File: config.mk
export PLATFORM = sky130hd
export DESIGN_NAME = bsg_manycore_loader_credit_buffer
export DESIGN_NICKNAME = d
export VERILOG_FILES = /design/src/rtl/bsg_manycore_loader_credit_buffer.sv
export SDC_FILE = /design/constraint.sdc
export NUM_CORES = 1
export LEC_CHECK = 0
export ABC_AREA = 1
export BUFFER_PORTS_ARGS = -buffer_cell sky130_fd_sc_hd__buf_2
export CORE_MARGIN = 4
export CORE_UTILIZATION = 47
export CTS_CLUSTER_DIAMETER = 100
export CTS_CLUSTER_SIZE = 30
export DETAILED_ROUTE_END_ITERATION = 7
export GPL_ROUTABILITY_DRIVEN = 0
export PLACE_DENSITY = 0.67
export SLEW_MARGIN = 10
export SYNTH_ARGS = -nofsm -noshare
export SYNTH_HDL_FRONTEND = slang
export SYNTH_SLANG_ARGS = --single-unit
File: constraint.sdc
create_clock -name clk_i -period 13.6 [get_ports clk_i]
set_clock_uncertainty 0.15 [all_clocks]
set_input_delay 2.04 -clock clk_i [delete_from_list [all_inputs] [get_ports clk_i]]
set_output_delay 2.04 -clock clk_i [all_outputs]
set_load 0.03 [all_outputs]
File: src/rtl/bsg_manycore_loader_credit_buffer.sv
// Generic registered FIFO. Data becomes visible one cycle after the write, with no bypass path.
// Latency: 1 cycle from enq_i to the head on data_o.
// Backpressure: full_o and empty_o come from state only. The caller must gate enq_i and deq_i with them.
module bsg_manycore_loader_fifo #(
    parameter int width_p = 80,
    parameter int els_p   = 4
) (
    input  logic               clk_i,
    input  logic               reset_n_i,
    input  logic [width_p-1:0] data_i,
    input  logic               enq_i,
    input  logic               deq_i,
    output logic [width_p-1:0] data_o,
    output logic               full_o,
    output logic               empty_o
);
    localparam int idx_w_lp = $clog2(els_p);
    localparam logic [idx_w_lp:0] ptr_one_lp = (idx_w_lp+1)'(1);

    logic [width_p-1:0] mem_r [els_p];
    logic [idx_w_lp:0]  wr_ptr_r;
    logic [idx_w_lp:0]  rd_ptr_r;

    always_ff @(posedge clk_i or negedge reset_n_i) begin
        if (!reset_n_i) begin
            wr_ptr_r <= '0;
            rd_ptr_r <= '0;
        end else begin
            if (enq_i) wr_ptr_r <= wr_ptr_r + ptr_one_lp;
            if (deq_i) rd_ptr_r <= rd_ptr_r + ptr_one_lp;
        end
    end

    // Storage is not reset: the pointers alone determine which entries are valid
    always_ff @(posedge clk_i) begin
        if (enq_i) mem_r[wr_ptr_r[idx_w_lp-1:0]] <= data_i;
    end

    assign data_o  = mem_r[rd_ptr_r[idx_w_lp-1:0]];
    assign empty_o = (wr_ptr_r == rd_ptr_r);
    assign full_o  = (wr_ptr_r[idx_w_lp] != rd_ptr_r[idx_w_lp]) &&
                     (wr_ptr_r[idx_w_lp-1:0] == rd_ptr_r[idx_w_lp-1:0]);
endmodule

// Credit-gated loader packet buffer with outstanding-request fence (drain, then wait for all credits).
// Latency: 1 cycle from an accepted data_i until it can appear on data_o.
// Backpressure: ready_o drops when the FIFO is full or a fence is in progress. v_o requires a credit.
module bsg_manycore_loader_credit_buffer #(
    parameter int packet_width_p    = 80,
    parameter int els_p             = 4,
    parameter int max_out_credits_p = 128
) (
    input  logic                                     clk_i,
    input  logic                                     reset_n_i,
    input  logic [packet_width_p-1:0]                data_i,
    input  logic                                     v_i,
    output logic                                     ready_o,
    output logic [packet_width_p-1:0]                data_o,
    output logic                                     v_o,
    input  logic                                     ready_i,
    input  logic                                     credit_return_i,
    input  logic                                     fence_i,
    output logic                                     fence_done_o,
    output logic [$clog2(max_out_credits_p+1)-1:0]   out_credits_o,
    output logic                                     drained_o,
    output logic                                     credit_err_o
);
    localparam int cred_w_lp = $clog2(max_out_credits_p+1);
    localparam logic [cred_w_lp-1:0] max_cred_lp = cred_w_lp'(max_out_credits_p);
    localparam logic [cred_w_lp-1:0] cred_one_lp = cred_w_lp'(1);

    typedef enum logic [1:0] {
        RUN       = 2'd0,
        DRAIN     = 2'd1,
        WAIT_CRED = 2'd2
    } state_e;

    state_e               state_r, state_n;
    logic [cred_w_lp-1:0] credits_r, credits_n;
    logic                 credit_err_r, err_set;
    logic                 fifo_full, fifo_empty;
    logic                 enq, send, credits_full;

    bsg_manycore_loader_fifo #(
        .width_p (packet_width_p),
        .els_p   (els_p)
    ) fifo (
        .clk_i     (clk_i),
        .reset_n_i (reset_n_i),
        .data_i    (data_i),
        .enq_i     (enq),
        .deq_i     (send),
        .data_o    (data_o),
        .full_o    (fifo_full),
        .empty_o   (fifo_empty)
    );

    assign credits_full  = (credits_r == max_cred_lp);
    assign ready_o       = ~fifo_full & (state_r == RUN);
    assign enq           = v_i & ready_o;
    assign v_o           = ~fifo_empty & (credits_r != '0) & (state_r != WAIT_CRED);
    assign send          = v_o & ready_i;
    assign out_credits_o = credits_r;
    assign drained_o     = fifo_empty & credits_full;
    assign credit_err_o  = credit_err_r;

    // A send and a return in the same cycle cancel. A return into a full counter is an error.
    always_comb begin
        credits_n = credits_r;
        err_set   = 1'b0;
        if (send && !credit_return_i) begin
            credits_n = credits_r - cred_one_lp;
        end else if (!send && credit_return_i) begin
            if (credits_full) err_set   = 1'b1;
            else              credits_n = credits_r + cred_one_lp;
        end
    end

    always_comb begin
        state_n      = state_r;
        fence_done_o = 1'b0;
        case (state_r)
            RUN:       if (fence_i) state_n = DRAIN;
            DRAIN:     if (fifo_empty) state_n = WAIT_CRED;
            WAIT_CRED: begin
                if (credits_full) begin
                    state_n      = RUN;
                    fence_done_o = 1'b1;
                end
            end
            default:   state_n = RUN;
        endcase
    end

    always_ff @(posedge clk_i or negedge reset_n_i) begin
        if (!reset_n_i) begin
            state_r      <= RUN;
            credits_r    <= max_cred_lp;
            credit_err_r <= 1'b0;
        end else begin
            state_r      <= state_n;
            credits_r    <= credits_n;
            credit_err_r <= credit_err_r | err_set;
        end
    end
endmodule

==> impl_metrics.yaml <==
grt:
  first_global_vias: 7566
  grt_max_degree: 111
  grt_overflow: 0
  met3_usage: 0.04024
  antenna_found_initial: 7
  track_usage: 0.1696
  grt_use_met2: 0.2928
  grt_pass1_wl_um: 41490
  gr-usage-met1: 0.2219
  busiest_layer: "met2"
sta:
  grt_setup_unrepaired: "no"
  slew_headroom: 0.2787
  min_period_ns: 5.709
  worst_slew_pin_slew_ns: 1.082
  finalHoldViolCount: 0
  fin_crit_sh: 0.4198
  timing.fmax_mhz: 175.2
  finalSetupViolations: 0
  setup_tns_ns: 0
  drv_slew: 0
setup_path:
  cpMaxStageDelayCell: "buf_4"
  cp.required_ns: 11.41
  crit_chain: "inv_4 -> buf_4 -> o21ai_0 -> o22ai_1 -> buf_2"
  start_kind: "flop"
  end_kind: "output pin"
  crit_buf_inv: 3
  cp.arrival_ns: 3.52
  path_delay_family: "buffers and inverters"
  critPathKind: "reg2out"
  max_stage_delay_ns: 0.90
  crit_fanout: 110
logic_synthesis:
  yosysWarnings: 0
  synth_top_area_frac: 0.7353
  ys_types: 34
  syn_area_per_cell_um2: 13.86
  ys_seq_elements: 337
  synth_area_leader_cell: "edfxtp_1"
  syn_inst: 943
  synth_area_leaders: "edfxtp_1 (74%), o21ai_0 (5.5%), nor2_1 (5.1%), o22ai_1 (3.8%), dfrtp_1 (3.1%)"
  syn-cell-area_um2: 13070
  ys_seq_area_frac: 0.7679
  synth_fp_nets: 1043
cts:
  numCtsBuffers: 15
  clk_latency_ns: 0.49
  cts.sinks: 337
  cts_tree: "built"
  cts_hold_buf: 0
  root_buffer: "clkbuf_16"
  cts.htree.levels: 1
  cts_buffer_depth: 3
  post_cts_resize_count: 0
  postCtsSetupRepairBufs: 0
  clkSlewWorstSetupHoldPaths_ns: 0.11
layout:
  final_common_cell: "edfxtp_1"
  nNetsFinal: 1196
  final_cell_mix: "edfxtp_1 (320), buf_2 (178), nor2_1 (172)"
  stdcell_count: 1475
  syn_to_final_growth_pct: 12.59
  fillCellCount: 2323
  layout-drive-gt1-share: 0.2098
detailed_routing:
  firstDrtPassIters: 5
  drtIter0Drc: 497
  drtAntennaViolNets: 0
  avgViaCountPerCell: 5.308
  vias: 7830
  routed_wl_um: 26670
  drc: 0
  routedWlPerCell_um: 18.08
status:
  status: "finished, final reports clean"
die:
  die_h_um: 174.8
  coreArea_um2: 27180
  initial_core_util: 0.4809
  dieArea_um2: 30540
  io_pins: 179
  die_w_um: 174.8
  core.rowCount: 60
pwr:
  power.density_nw_per_um2: 118.8
  p_leak_nw: 5.307
  ir_drop_mv: 0.1381
placed_design:
  dp_cells: 1451
  place.port_buffers: 178
  hpwl_um: 15030
run:
  max_cap_viol_count: 0
min_path:
  hold_class: "reg2reg"
==> cells in the mapped netlist (all sizes together) <==
library cell  count
fa                1
clkbuf           30
dfrtp            16
ha               13
nand4             6
nand2            52
edfxtp          320
nor2            178
nor3              1
or2               2
xor2              6
a31o              1
buf              23
o22ai            80
xnor2             4
dfstp             1
nand3            11
inv              27
o21ai           165
a21oi             3
nand3b            3
==> cell type report <==
type | instances | area, um^2 | share of cell area
antenna | 2 | 5.005 | 0.0003401
clock buffer | 19 | 390.4 | 0.02653
clock inverter | 3 | 26.28 | 0.001786
inverter | 27 | 103.9 | 0.007058
multi-input combinational | 526 | 2709 | 0.1841
sequential | 337 | 10040 | 0.6824
tap | 372 | 465.4 | 0.03163
timing repair buffer | 189 | 973.4 | 0.06616
==> sequential cells by signal (all words and copies together), names as in the netlist <==
signal	cells
fifo.wr_ptr_r	3
fifo.rd_ptr_r	3
out_credits_o	8
state_r	2
fifo.mem_r	320
credit_err_o	1
==> metrics by stage <==
stage	power [mW]	instance area, um^2	hold WS (ns)	worst slack (ns)	util
finish	1.747	14710	0.3348	7.891	0.5414
floorplan	1.228	13070	0.3512	7.408	-
detailed placement	1.266	14290	0.3111	8.378	0.5259
global route	1.814	14710	0.3505	7.589	0.5413
global placement	1.263	14290	0.3087	8.480	0.5259
CTS	1.768	14710	0.3359	7.825	0.5413
==> routing by layer <==
layer | wire, um | part of all wire
met1 | 11400 | 0.43
met2 | 13090 | 0.49
met3 | 1661 | 0.062
met4 | 446 | 0.017
met5 | 65 | 0.0024
==> final timing paths <==
check	cells past startpoint	slack (ns)	startpoint	endpoint
worst min register to register	1	0.33	credit_err_o	credit_err_o
worst min-delay path	1	0.33	credit_err_o	credit_err_o
min in group asynchronous	1	1.32	reset_n_i	out_credits_o[5]
worst max register to register	6	9.33	fifo.rd_ptr_r[0]	fifo.mem_r[3][48]
max in group asynchronous	1	11.65	reset_n_i	fifo.rd_ptr_r[0]
worst max-delay path	5	7.89	fifo.rd_ptr_r[0]	data_o[15]
==> cell families after synthesis <==
group           share of synthesized area
flops                              0.7679
simple gates                      0.07927
compound gates                     0.1045
buf+inv                           0.02710
fa+ha+maj                         0.01398
xor+xnor                         0.007277
==> power breakdown <==
group	leakage (nW)	switching (mW)	total, mW	internal, mW
combinational	2.01	0.0584	0.0914	0.0330
sequential	3.09	0.00880	1.15	1.14
clock	0.203	0.297	0.506	0.210
total	5.31	0.364	1.75	1.38
Power figures use the tool's default switching activity.
